<file path="src/rtl/sprite_eval_if.sv">
// OAM-side bus of the sprite evaluator: primary OAM read port plus the
// secondary OAM read port used by the sprite fetch stage.
interface sprite_eval_if;
    logic [7:0] oam_addr;
    logic [7:0] oam_data;
    logic       eval_active;
    logic [4:0] sec_rd_addr;
    logic [7:0] sec_rd_data;

    modport master (
        output oam_addr,
        output eval_active,
        input  oam_data,
        input  sec_rd_addr,
        output sec_rd_data
    );

    modport slave (
        input  oam_addr,
        input  eval_active,
        output oam_data,
        output sec_rd_addr,
        input  sec_rd_data
    );
endinterface

</file>
<file path="src/rtl/sprite_eval.sv">
// Per-scanline sprite evaluation: clears secondary OAM, scans primary OAM and
// copies up to MAX_SPR in-range sprites, flagging overflow and sprite-0 presence.
module sprite_eval #(
    parameter int unsigned MAX_SPR  = 8,
    parameter int unsigned NUM_SPR  = 64,
    parameter int unsigned LAST_VIS = 239,
    parameter int unsigned PRE_LINE = 261
) (
    input  logic          clk,
    input  logic          rst,
    input  logic          clk_en_i,
    input  logic [8:0]    row_i,
    input  logic [8:0]    col_i,
    input  logic          render_en_i,
    input  logic          spr_16_i,
    sprite_eval_if.master bus,
    output logic [3:0]    spr_count_o,
    output logic          spr0_in_line_o,
    output logic          spr_overflow_o,
    output logic          eval_done_o
);
    localparam int unsigned SEC_BYTES = 4 * MAX_SPR;
    localparam int unsigned SEC_AW    = $clog2(SEC_BYTES);
    localparam int unsigned IDX_W     = $clog2(NUM_SPR);
    localparam int unsigned SLOT_W    = $clog2(MAX_SPR + 1);

    localparam logic [8:0]        LAST_ROW  = 9'(LAST_VIS);
    localparam logic [8:0]        PRE_ROW   = 9'(PRE_LINE);
    localparam logic [IDX_W-1:0]  LAST_IDX  = IDX_W'(NUM_SPR - 1);
    localparam logic [SLOT_W-1:0] LAST_SLOT = SLOT_W'(MAX_SPR - 1);

    typedef enum logic [2:0] {
        S_IDLE,
        S_CLEAR,
        S_WAIT,
        S_EVAL_Y,
        S_COPY,
        S_OVF_CHK,
        S_DONE
    } state_t;

    state_t              state_q, state_d;
    logic [IDX_W-1:0]    m_q, m_d;
    logic [SLOT_W-1:0]   n_q, n_d;
    logic [1:0]          k_q, k_d;
    logic                spr0_q, spr0_d;
    logic                ovf_q, ovf_d;
    logic [7:0]          sec_q [SEC_BYTES];

    logic                sec_we;
    logic [SEC_AW-1:0]   sec_wa;
    logic [7:0]          sec_wd;

    logic                line_active;
    logic                last_idx;
    logic [8:0]          diff;
    logic [8:0]          height;
    logic                hit;

    assign line_active = render_en_i && (row_i <= LAST_ROW);
    assign last_idx    = (m_q == LAST_IDX);

    // Borrow out of the 9-bit subtraction marks sprites starting below this row.
    assign diff   = {1'b0, row_i[7:0]} - {1'b0, bus.oam_data};
    assign height = spr_16_i ? 9'd16 : 9'd8;
    assign hit    = !diff[8] && (diff < height);

    always_comb begin
        state_d = state_q;
        m_d     = m_q;
        n_d     = n_q;
        k_d     = k_q;
        spr0_d  = spr0_q;
        ovf_d   = ovf_q;
        sec_we  = 1'b0;
        sec_wa  = '0;
        sec_wd  = '1;

        case (state_q)
            S_IDLE: begin
                if (line_active && col_i == 9'd1) begin
                    state_d = S_CLEAR;
                    n_d     = '0;
                    spr0_d  = 1'b0;
                    sec_we  = 1'b1;
                    sec_wa  = '0;
                end
            end
            S_CLEAR: begin
                if (col_i >= 9'd1 && col_i <= 9'd32) begin
                    sec_we = 1'b1;
                    sec_wa = SEC_AW'(col_i - 9'd1);
                end
                if (col_i >= 9'd32) begin
                    state_d = S_WAIT;
                end
            end
            S_WAIT: begin
                if (col_i == 9'd64) begin
                    state_d = S_EVAL_Y;
                    m_d     = '0;
                    n_d     = '0;
                    k_d     = '0;
                end
            end
            S_EVAL_Y: begin
                if (hit) begin
                    sec_we  = 1'b1;
                    sec_wa  = SEC_AW'({n_q, 2'b00});
                    sec_wd  = bus.oam_data;
                    k_d     = 2'd1;
                    state_d = S_COPY;
                end else if (last_idx) begin
                    state_d = S_DONE;
                end else begin
                    m_d = m_q + 1'b1;
                end
            end
            S_COPY: begin
                sec_we = 1'b1;
                sec_wa = SEC_AW'({n_q, k_q});
                sec_wd = bus.oam_data;
                if (m_q == '0) begin
                    spr0_d = 1'b1;
                end
                if (k_q == 2'd3) begin
                    n_d = n_q + 1'b1;
                    if (last_idx) begin
                        state_d = S_DONE;
                    end else begin
                        m_d     = m_q + 1'b1;
                        state_d = (n_q == LAST_SLOT) ? S_OVF_CHK : S_EVAL_Y;
                    end
                end else begin
                    k_d = k_q + 1'b1;
                end
            end
            S_OVF_CHK: begin
                if (hit) begin
                    ovf_d   = 1'b1;
                    state_d = S_DONE;
                end else if (last_idx) begin
                    state_d = S_DONE;
                end else begin
                    m_d = m_q + 1'b1;
                end
            end
            S_DONE: begin
                state_d = S_IDLE;
            end
            default: begin
                state_d = S_IDLE;
            end
        endcase

        // Past the evaluation window the scan is cut short without further writes.
        if (col_i >= 9'd257 && state_q != S_IDLE && state_q != S_DONE) begin
            state_d = S_DONE;
            sec_we  = 1'b0;
            m_d     = m_q;
            n_d     = n_q;
            k_d     = k_q;
            spr0_d  = spr0_q;
            ovf_d   = ovf_q;
        end

        // Losing the line abandons the scan silently, keeping partial results.
        if (!line_active && state_q != S_IDLE) begin
            state_d = S_IDLE;
            sec_we  = 1'b0;
            m_d     = m_q;
            n_d     = n_q;
            k_d     = k_q;
            spr0_d  = spr0_q;
            ovf_d   = ovf_q;
        end

        if (row_i == PRE_ROW && col_i == 9'd1) begin
            ovf_d = 1'b0;
        end
    end

    always_ff @(posedge clk) begin
        if (rst) begin
            state_q <= S_IDLE;
            m_q     <= '0;
            n_q     <= '0;
            k_q     <= '0;
            spr0_q  <= 1'b0;
            ovf_q   <= 1'b0;
        end else if (clk_en_i) begin
            state_q <= state_d;
            m_q     <= m_d;
            n_q     <= n_d;
            k_q     <= k_d;
            spr0_q  <= spr0_d;
            ovf_q   <= ovf_d;
        end
    end

    always_ff @(posedge clk) begin
        if (rst) begin
            for (int unsigned i = 0; i < SEC_BYTES; i++) begin
                sec_q[i] <= '1;
            end
        end else if (clk_en_i && sec_we) begin
            sec_q[sec_wa] <= sec_wd;
        end
    end

    always_comb begin
        bus.eval_active = 1'b0;
        bus.oam_addr    = '0;
        eval_done_o     = 1'b0;
        case (state_q)
            S_EVAL_Y, S_OVF_CHK: begin
                bus.eval_active = 1'b1;
                bus.oam_addr    = 8'({m_q, 2'b00});
            end
            S_COPY: begin
                bus.eval_active = 1'b1;
                bus.oam_addr    = 8'({m_q, k_q});
            end
            S_DONE: begin
                eval_done_o = 1'b1;
            end
            default: begin
            end
        endcase
    end

    assign bus.sec_rd_data = sec_q[bus.sec_rd_addr];
    assign spr_count_o     = 4'(n_q);
    assign spr0_in_line_o  = spr0_q;
    assign spr_overflow_o  = ovf_q;
endmodule

</file>
<file path="src/flat_wrapper.sv">
// flat-port wrapper written by rule: the top's interface ports become plain ports
module sprite_eval_flat 
#(
    parameter int unsigned MAX_SPR  = 8,
    parameter int unsigned NUM_SPR  = 64,
    parameter int unsigned LAST_VIS = 239,
    parameter int unsigned PRE_LINE = 261
)
  (clk, rst, clk_en_i, row_i, col_i, render_en_i, spr_16_i, spr_count_o, spr0_in_line_o, spr_overflow_o, eval_done_o, bus_oam_addr, bus_eval_active, bus_oam_data, bus_sec_rd_addr, bus_sec_rd_data);
  sprite_eval_if bus_i ();
  input  logic clk;
  input  logic rst;
  input  logic clk_en_i;
  input  logic [8:0] row_i;
  input  logic [8:0] col_i;
  input  logic render_en_i;
  input  logic spr_16_i;
  output logic [3:0] spr_count_o;
  output logic spr0_in_line_o;
  output logic spr_overflow_o;
  output logic eval_done_o;
  output wire logic [$bits(bus_i.oam_addr)-1:0] bus_oam_addr;
  output wire logic [$bits(bus_i.eval_active)-1:0] bus_eval_active;
  input wire logic [$bits(bus_i.oam_data)-1:0] bus_oam_data;
  input wire logic [$bits(bus_i.sec_rd_addr)-1:0] bus_sec_rd_addr;
  output wire logic [$bits(bus_i.sec_rd_data)-1:0] bus_sec_rd_data;
  assign bus_oam_addr = bus_i.oam_addr;
  assign bus_eval_active = bus_i.eval_active;
  assign bus_i.oam_data = bus_oam_data;
  assign bus_i.sec_rd_addr = bus_sec_rd_addr;
  assign bus_sec_rd_data = bus_i.sec_rd_data;
  sprite_eval #(.MAX_SPR(MAX_SPR), .NUM_SPR(NUM_SPR), .LAST_VIS(LAST_VIS), .PRE_LINE(PRE_LINE)) u_core (.clk(clk), .rst(rst), .clk_en_i(clk_en_i), .row_i(row_i), .col_i(col_i), .render_en_i(render_en_i), .spr_16_i(spr_16_i), .bus(bus_i), .spr_count_o(spr_count_o), .spr0_in_line_o(spr0_in_line_o), .spr_overflow_o(spr_overflow_o), .eval_done_o(eval_done_o));
endmodule
</file>
<file path="config.mk">
export PLATFORM = sky130hd
export DESIGN_NAME = sprite_eval_flat
export DESIGN_NICKNAME = d
export VERILOG_FILES = /design/src/rtl/sprite_eval_if.sv /design/src/rtl/sprite_eval.sv /design/src/flat_wrapper.sv
export SDC_FILE = /design/constraint.sdc
export NUM_CORES = 1
export LEC_CHECK = 0
export BUFFER_PORTS_ARGS = -buffer_cell sky130_fd_sc_hd__clkbuf_2
export CAP_MARGIN = 40
export CORE_ASPECT_RATIO = 1.25
export CORE_UTILIZATION = 34
export CTS_CLUSTER_DIAMETER = 30
export DETAILED_ROUTE_END_ITERATION = 8
export HOLD_SLACK_MARGIN = 0.12
export SLEW_MARGIN = 10
export SYNTH_ARGS = -nofsm -noshare
export SYNTH_HDL_FRONTEND = slang
export SYNTH_SLANG_ARGS = --single-unit
</file>
<file path="constraint.sdc">
create_clock -name clk -period 6.14 [get_ports clk]
set_clock_uncertainty 0.15 [all_clocks]
set_input_delay 0.307 -clock clk [delete_from_list [all_inputs] [get_ports clk]]
set_output_delay 0.307 -clock clk [all_outputs]
set_load 0.005 [all_outputs]
</file>
==> run_results.csv, run 1 <==
group,metric,value,unit
logic_synthesis,yosysSeqAreaShare,0.595,
clock_network,clockBufferDepth,3,
hold_path,min_from,"clk_en_i",
logic_synthesis,ys_ff_latch,273,
timing,rsz0062_at_grt,"no",
timing,max_freq,0.223,GHz
detailed_routing,num_vias,8648,
grt,grt_overflow,0,
detailed_routing,vias_per_cell,5.33,
logic_synthesis,synth_edf_count,256,
hold_path,holdPathStages,3,
clock_network,cts_num_sinks,273,
power,p_sw,1.13,mW
timing,drv_slew,0,
detailed_routing,route.detailed.drc,0,
grt,grt_max_degree,45,
worst_setup_path,path_max_fanout,18,
finish,n_antenna_cell,0,
clock_network,tritoncts,"yes",
clock_network,htreeDepth,2,
logic_synthesis,synthArstFlopShare,0,
logic_synthesis,yosysTopAreaCell,"edfxtp_1",
worst_setup_path,ff2ff_setup_slack,1.65,ns
power,leakagePower,4.37,nW
clock_network,insertion_delay,0.56,ns
worst_setup_path,r2r_start,"u_core.state_q[2]",
timing,fin_crit_sh,0.730,
timing,worst_slew_pin_slew,0.912,ns
worst_setup_path,r2r_cells,8,
logic_synthesis,synth_nets,1055,
clock_network,cts_inserted_buffers,51,
logic_synthesis,synth_common_cells,"nand2_1 (285), edfxtp_1 (256), mux4_2 (80)",
logic_synthesis,netlist_area,0.0135,mm^2
logic_synthesis,ys_types,62,
floorplan,boundaryPins,60,
timing,setup_viol,0,
worst_setup_path,slowest_stage,"dfxtp_1",
timing,max_slew_margin,0.387,
flow_run,cap_violations,0,
worst_setup_path,path_delay_family,"compound AO/OA/AOI/OAI gates",
clock_network,clkTransAtPathRegs,0.05,ns
logic_synthesis,synth_top_area_share,0.570,
floorplan,start_util,0.345,
worst_setup_path,path_buf_inv,0,
finish,areaGrowthSynthToFinish,20.0,%
logic_synthesis,ys.flop_type,"edfxtp_1",
grt,antenna_found_initial,2,
power,seqPwrFrac,0.402,
floorplan,coreArea,0.0391,mm^2
floorplan,die_w,180,um
worst_setup_path,cp-end-kind,"flop",
logic_synthesis,synth_area_leaders,"edfxtp_1 (57%), mux4_2 (13%), nand2_1 (7.9%)",
power,p_int,3.95,mW
detailed_routing,drt_wl_total,35400,um
clock_network,cts_root_buf,"clkbuf_16",
timing,fin_setup_tns,0,ns
detailed_routing,dr.pass1.iters,5,
worst_setup_path,critPathLaunchType,"flop",
logic_synthesis,synth_most_common_cell,"nand2_1",
clock_network,cts_resized,0,
placement,gp_congestion,0.872,
power,sw_frac_of_total,0.223,
power,ir_drop,0.204,mV
detailed_routing,drtAntennaViolNets,0,
worst_setup_path,r2r_end,"u_core.sec_q[8][1]",
clock_network,cts_setup_buffers,0,
hold_path,hold_end,"u_core.state_q[0]",
grt,grt_pass1_wl,53900,um
outcome,status,"finished clean",
floorplan,row_count,81,
grt,grt_pass1_vias,8867,
finish,final_cells,1621,
worst_setup_path,slowest_delay,0.69,ns
grt,grt_use_total,0.179,
worst_setup_path,worstPathArrival,4.56,ns
placement,io_buffers,59,
detailed_routing,wire_per_inst,21.9,um
floorplan,fp.dieH,225,um
power,comb_power_share,0.042,
timing,hold_violations,0,
logic_synthesis,syn_area_per_cell,13.4,um^2
floorplan,die-area,0.0405,mm^2
power,clkPwrFrac,0.556,
worst_setup_path,crit_path_cell_trace,"nor2b_1 -> o31ai_1 -> o211ai_1 -> a2111oi_4 -> nand3_1 -> a211o_1 -> nor4_4 -> or2_1",
finish,final_nets,1130,
worst_setup_path,cp.required,6.21,ns
worst_setup_path,criticalPathCategory,"reg -> reg",
hold_path,min_path_type,"in -> reg",
finish,fill_cells,3548,
power,power_density,314,mW/mm^2
finish,drive_gt1_frac,0.285,
detailed_routing,drt_iter0_drc,706,
timing,period_needed,4.49,ns
placement,dpl.hpwl,23500,um
logic_synthesis,yosysWarnings,0,
logic_synthesis,synthCells,1005,
placement,dp.cells,1520,
power by group through the flow:
stage	combinational, mW	sequential (mW)	clock, mW
after floorplan	0.152	2.07	0
after global placement	0.206	2.08	0
after detailed placement	0.209	2.08	0
after CTS	0.210	2.04	2.87
after global routing	0.230	2.04	2.95
final	0.212	2.04	2.83
worst min-delay path: cells and delay by family:
family / cells / cell delay (ns)
compound gates: 2 / 0.40
buf+inv: 1 / 0.11
per-stage QoR:
step | hold slack [ns] | area (um^2) | worst slack (ns) | util | total power, mW
2_1_floorplan | 0.316 | 13500 | 2.25 | - | 2.23
3_3_place_gp | 0.330 | 14300 | 1.37 | 0.365 | 2.29
3_5_place_dp | 0.338 | 14300 | 1.45 | 0.367 | 2.29
4_1_cts | 0.129 | 16100 | 1.69 | 0.413 | 5.12
5_1_grt | 0.159 | 16200 | 1.37 | 0.414 | 5.22
6_report | 0.143 | 16200 | 1.65 | 0.414 | 5.08
metal layers:
metal | track usage | part of all wire | vias to the layer above
met1 | 0.220 | 0.40 | 4327
li1 | - | - | 3920
met5 | 0 | 0 | -
met2 | 0.307 | 0.50 | 320
met3 | 0.0343 | 0.066 | 81
met4 | 0.0791 | 0.033 | 0
flip-flops by register name, indices dropped and copies added, names as in the netlist:
| register | count |
|---|---|
| u_core.state_q | 3 |
| u_core.spr_count_o | 4 |
| u_core.sec_q | 256 |
| u_core.spr0_in_line_o | 1 |
| u_core.k_q | 2 |
| u_core.spr_overflow_o | 1 |
| u_core.m_q | 6 |
logic make-up after synthesis:
family                     share of synthesized area
AOI/OAI and AO/OA                             0.0438
DFF                                            0.595
muxes                                          0.141
xor gates and xnor gates                     0.00714
and+or+nand+nor                                0.173
buffers and inverters                         0.0263
adders and majority gates                     0.0130
cell type report:
cell class                 instances  area [um^2]  area share
multi-input combinational        645         5130       0.317
clock buffer                      53         1280      0.0793
sequential                       273         8030       0.496
clock inverter                    43          490      0.0303
inverter                          25         93.8     0.00580
tap                              498          623      0.0385
timing repair buffer              84          533      0.0329
placed cells by master (no fill, tap or decap), types with 15 or more instances in the layout:
cell type,instances
a21oi_1,26
or2_1,20
inv_1,25
clkbuf_2,58
o21ai_0,15
dfxtp_1,17
nand2_1,285
mux4_2,80
nor4_4,18
clkbuf_16,51
nor2_1,28
edfxtp_1,256
buf_4,20
worst max path at each step:
| stage | startpoint | endpoint | slack, ns | cells past startpoint |
|---|---|---|---|---|
| floorplan | bus_oam_data[1] | u_core.sec_q[24][0] | 2.25 | 12 |
| global placement | bus_oam_data[1] | u_core.sec_q[19][3] | 1.37 | 13 |
| detailed placement | bus_oam_data[1] | u_core.sec_q[29][7] | 1.45 | 13 |
| CTS | row_i[3] | u_core.sec_q[29][1] | 1.69 | 14 |
| global route | u_core.state_q[2] | u_core.sec_q[8][1] | 1.37 | 8 |
| finish | u_core.state_q[2] | u_core.sec_q[8][1] | 1.65 | 8 |
what timing repair did:
item / CTS / global route
setup endpoints to repair: 0 / 0
endpoints found under the hold margin: 1 / 0
hold buffers: 3 / 0
Note: power is estimated with default switching activity, not from simulation.
==> run 2: changes to the inputs <==
==> constraint.sdc (replaced) <==
create_clock -name clk -period 4.6 [get_ports clk]
set_clock_uncertainty 0.15 [all_clocks]
set_input_delay 0.23 -clock clk [delete_from_list [all_inputs] [get_ports clk]]
set_output_delay 0.23 -clock clk [all_outputs]
set_load 0.005 [all_outputs]
==> run_results.csv, run 2 (synthesis gave the netlist of run 1 again) <==
group,metric,value,unit
detailed_routing,wire_per_inst,20.6,um
timing,fin_setup_tns,0,ns
floorplan,row_count,81,
worst_setup_path,worstPathArrival,4.26,ns
detailed_routing,drt_iter0_drc,718,
grt,grt_pass1_vias,8910,
timing,drv_slew,0,
floorplan,die_w,180,um
power,leakagePower,4.58,nW
finish,final_cell_mix,"nand2_1 (285), edfxtp_1 (256), mux4_2 (80)",
floorplan,die-area,0.0405,mm^2
finish,final_nets,1175,
worst_setup_path,cp.required,4.68,ns
clock_network,insertion_delay,0.55,ns
power,p_int,5.25,mW
detailed_routing,drt_wl_total,34300,um
worst_setup_path,critPathLaunchType,"input port",
clock_network,tritoncts,"yes",
power,power_density,405,mW/mm^2
worst_setup_path,cp-end-kind,"flop",
finish,drive_gt1_frac,0.299,
detailed_routing,drtAntennaViolNets,0,
clock_network,clockBufferDepth,3,
power,comb_power_share,0.043,
timing,fin_crit_sh,0.909,
timing,max_freq,0.239,GHz
power,p_sw,1.47,mW
grt,grt_pass1_wl,53000,um
finish,final_common_cell,"nand2_1",
finish,n_antenna_cell,0,
timing,period_needed,4.18,ns
finish,areaGrowthSynthToFinish,23.0,%
timing,worst_slew_pin_slew,0.865,ns
detailed_routing,num_vias,8714,
floorplan,coreArea,0.0391,mm^2
detailed_routing,vias_per_cell,5.23,
clock_network,cts_num_sinks,273,
timing,hold_violations,0,
floorplan,fp.dieH,225,um
floorplan,start_util,0.345,
detailed_routing,dr.pass1.iters,5,
timing,max_slew_margin,0.421,
power,seqPwrFrac,0.406,
grt,grt_overflow,0,
placement,io_buffers,59,
power,ir_drop,0.282,mV
clock_network,clkTransAtPathRegs,0.05,ns
clock_network,cts_setup_buffers,0,
power,sw_frac_of_total,0.219,
outcome,status,"finished clean",
grt,antenna_found_initial,0,
finish,largest_register_ffs,256,
timing,setup_viol,0,
placement,dpl.hpwl,23500,um
power,clkPwrFrac,0.551,
clock_network,cts_root_buf,"clkbuf_16",
grt,grt_use_total,0.174,
flow_run,cap_violations,0,
finish,regMostFlops,"u_core.sec_q",
floorplan,boundaryPins,60,
placement,gp_congestion,0.881,
clock_network,htreeDepth,2,
timing,rsz0062_at_grt,"no",
grt,grt_max_degree,43,
finish,finish.utilization,0.424,
clock_network,cts_inserted_buffers,52,
detailed_routing,route.detailed.drc,0,
worst_setup_path,path_max_fanout,10,
worst_setup_path,criticalPathCategory,"in -> reg",
hold_path,min_path_type,"in -> reg",
-- run 2: power by group through the flow --
stage,Clock [mW],Combinational [mW],Sequential (mW)
after floorplan,0,0.202,2.77
after global placement,0,0.281,2.77
after detailed placement,0,0.284,2.77
after CTS,3.74,0.293,2.73
after global routing,3.87,0.318,2.72
final,3.70,0.292,2.73
-- run 2: final cells by class --
type                       count  area (um^2)
sequential                   273         8030
multi-input combinational    645         5130
tap                          498          623
inverter                      25         93.8
clock inverter                36          360
clock buffer                  60         1370
fill                        3582        22500
timing repair buffer         128          983
-- run 2: final timing paths --
| kind | from | to | slack (ns) | cells after the start |
|---|---|---|---|---|
| setup reg to reg | u_core.state_q[0] | u_core.sec_q[24][3] | 0.82 | 8 |
| hold / removal | bus_oam_data[0] | u_core.sec_q[27][0] | 0.20 | 4 |
| hold reg to reg | u_core.spr0_in_line_o | u_core.spr0_in_line_o | 0.34 | 2 |
| setup / recovery | bus_oam_data[1] | u_core.sec_q[24][3] | 0.42 | 14 |
-- run 2: per-layer routing --
metal / vias up / global-route usage / part of all wire
met5: - / 0 / 0
li1: 4014 / - / -
met3: 68 / 0.0334 / 0.059
met2: 307 / 0.296 / 0.49
met4: 0 / 0.0681 / 0.031
met1: 4325 / 0.218 / 0.42
-- run 2: timing repair --
action,4_1_cts,5_1_grt
hold buffers,14,0
gates resized for setup,0,0
setup endpoints to repair,0,0
endpoints found under the hold margin,231,0
-- run 2: per-stage QoR --
step	setup slack, ns	hold WS (ns)	instance area, um^2	power (mW)	cells
5_1_grt	0.148	0.199	16600	6.91	1665
3_5_place_dp	0.353	0.326	14700	3.06	1555
2_1_floorplan	0.789	0.299	13500	2.97	1005
6_report	0.419	0.205	16600	6.72	1665
3_3_place_gp	0.414	0.331	14700	3.05	1554
4_1_cts	0.400	0.172	16600	6.76	1665
-- run 2: critical path: stages --
cell and delay (ns):
dlygate4sd3_1 0.53, clkbuf_2 0.14, inv_1 0.05, ha_1 0.31
a2111oi_2 0.41, nor2_1 0.10, xor2_1 0.16, ha_1 0.27
a32o_1 0.28, nor4_4 0.56, a21oi_4 0.30, buf_16 0.24
nor4_4 0.32, or2_1 0.35
==> run 3: changes to the inputs <==
--- a/config.mk
+++ b/config.mk
@@ -11,6 +11,7 @@
 export CORE_UTILIZATION = 34
 export CTS_CLUSTER_DIAMETER = 30
 export DETAILED_ROUTE_END_ITERATION = 8
+export GPL_TIMING_DRIVEN = 0
 export HOLD_SLACK_MARGIN = 0.12
 export SLEW_MARGIN = 10
 export SYNTH_ARGS = -nofsm -noshare
==> run_results.csv, run 3 (synthesis gave the netlist of run 1 again) <==
group,metric,value,unit
outcome,status,"finished clean",
detailed_routing,route.detailed.drc,0,
clock_network,cts_num_sinks,273,
detailed_routing,drtAntennaViolNets,0,
floorplan,start_util,0.345,
finish,largest_register_ffs,256,
timing,setup_viol,0,
worst_setup_path,path_max_fanout,9,
floorplan,coreArea,0.0391,mm^2
grt,grt_pass1_vias,8963,
finish,final_common_cell,"nand2_1",
clock_network,clkTransAtPathRegs,0.04,ns
timing,setup_slack,0.209,ns
power,ir_drop,0.247,mV
timing,rsz0062_at_grt,"no",
floorplan,row_count,81,
clock_network,insertion_delay,0.54,ns
timing,max_freq,0.228,GHz
detailed_routing,drt_wl_total,36100,um
worst_setup_path,critPathLaunchType,"flop",
power,sw_frac_of_total,0.212,
power,seqPwrFrac,0.412,
worst_setup_path,cp.required,4.63,ns
finish,final_nets,1200,
placement,dp_slack,-0.181,ns
detailed_routing,vias_per_cell,5.25,
finish,finish.utilization,0.420,
worst_setup_path,criticalPathCategory,"reg -> reg",
clock_network,cts_inserted_buffers,46,
timing,hold_ws,0.154,ns
grt,grt_max_degree,12,
clock_network,clockBufferDepth,3,
power,clkPwrFrac,0.540,
power,p_sw,1.40,mW
timing,fin_crit_sh,0.955,
timing,worst_slew_pin_slew,0.849,ns
timing,drv_slew,0,
finish,drive_gt1_frac,0.266,
finish,regMostFlops,"u_core.sec_q",
flow_run,cap_violations,0,
timing,period_needed,4.39,ns
grt,antenna_found_initial,2,
power,power_density,402,mW/mm^2
worst_setup_path,cp-end-kind,"flop",
grt,grt_use_total,0.181,
detailed_routing,dr.pass1.iters,5,
power,leakagePower,4.47,nW
placement,dp.cells,1571,
timing,max_slew_margin,0.429,
floorplan,die-area,0.0405,mm^2
power,comb_power_share,0.048,
timing,hold_violations,0,
worst_setup_path,worstPathArrival,4.42,ns
finish,areaGrowthSynthToFinish,21.8,%
grt,grt_overflow,0,
clock_network,cts_root_buf,"clkbuf_16",
hold_path,min_path_type,"in -> reg",
finish,final_cells,1684,
placement,dpl.hpwl,25600,um
detailed_routing,wire_per_inst,21.4,um
finish,n_antenna_cell,0,
floorplan,boundaryPins,60,
clock_network,tritoncts,"yes",
floorplan,die_w,180,um
placement,io_buffers,54,
power,p_int,5.21,mW
grt,grt_pass1_wl,54300,um
finish,final_cell_mix,"nand2_1 (285), edfxtp_1 (256), mux4_2 (80)",
floorplan,fp.dieH,225,um
placement,gp_congestion,0.882,
clock_network,htreeDepth,2,
detailed_routing,drt_iter0_drc,816,
detailed_routing,num_vias,8838,
==> run 3: cell count changes in the layout (fill, tap and decap cells not counted), moves of 5 or more <==
cell       before  now
or2_1          20   15
buf_1           0   11
clkbuf_1        6   46
buf_2           0    6
nor2_2          8    2
clkbuf_16      54   49
buf_4          46   24
buf_6           0    7
nor2_1         28   34
buf_12          9    0
or2_4           0    5
==> run 3: path summary, 6_finish.rpt <==
check             slack (ns)                    end                  start  cells after the start
setup reg to reg        0.21     u_core.sec_q[8][2]      u_core.state_q[2]                      9
setup / recovery        0.21     u_core.sec_q[8][2]      u_core.state_q[2]                      9
hold reg to reg         0.33  u_core.spr0_in_line_o  u_core.spr0_in_line_o                      2
hold / removal          0.15      u_core.state_q[2]            render_en_i                      5
==> run 3: stage by stage <==
| step | instance area (um^2) | total power [mW] | setup TNS [ns] |
|---|---|---|---|
| after floorplan | 13500 | 2.97 | 0 |
| after detailed placement | 14500 | 3.08 | -12.93 |
| after CTS | 16300 | 6.65 | 0 |
| final | 16400 | 6.61 | 0 |
| after global routing | 16400 | 6.78 | 0 |
| after global placement | 14400 | 3.07 | -11.12 |
==> run 3: power by group through the flow <==
stage          combinational (mW)  clock, mW  sequential (mW)
2_1_floorplan               0.202          0             2.77
3_3_place_gp                0.298          0             2.77
3_5_place_dp                0.310          0             2.77
4_1_cts                     0.319       3.61             2.72
5_1_grt                     0.346       3.71             2.72
6_report                    0.319       3.57             2.72
==> run 3: final cells by class <==
| type | instances | area [um^2] |
|---|---|---|
| fill | 3627 | 22700 |
| sequential | 273 | 8030 |
| multi-input combinational | 645 | 5150 |
| clock buffer | 53 | 1240 |
| timing repair buffer | 97 | 657 |
| tap | 498 | 623 |
| clock inverter | 31 | 379 |
| buffer | 62 | 262 |
| inverter | 25 | 93.8 |
==> run 3: what timing repair did <==
action                                  4_1_cts  5_1_grt
hold buffers                                 13        0
hold endpoints to repair                     20        0
buffers inserted                              0       16
gates resized for setup                       0       11
endpoints found under the setup margin        0      167
==> run 3: layer usage <==
layer  track usage  routed length (um)  up-vias
met5             0                  27        -
met2         0.320               18500      309
met3        0.0332                2310       82
met1         0.216               13900     4378
met4        0.0808                1440        4
li1              -                   -     4065
==> run 3: worst max-delay path, stage by stage (launching register included) <==
cell and delay [ns]:
dfxtp_1 0.29, buf_2 0.22, nor2b_1 0.17, o31ai_1 0.38, o211ai_1 0.31, a2111oi_4 0.44, nand3_1 0.46, a211o_1 0.52
nor4_4 0.63, or2_1 0.45
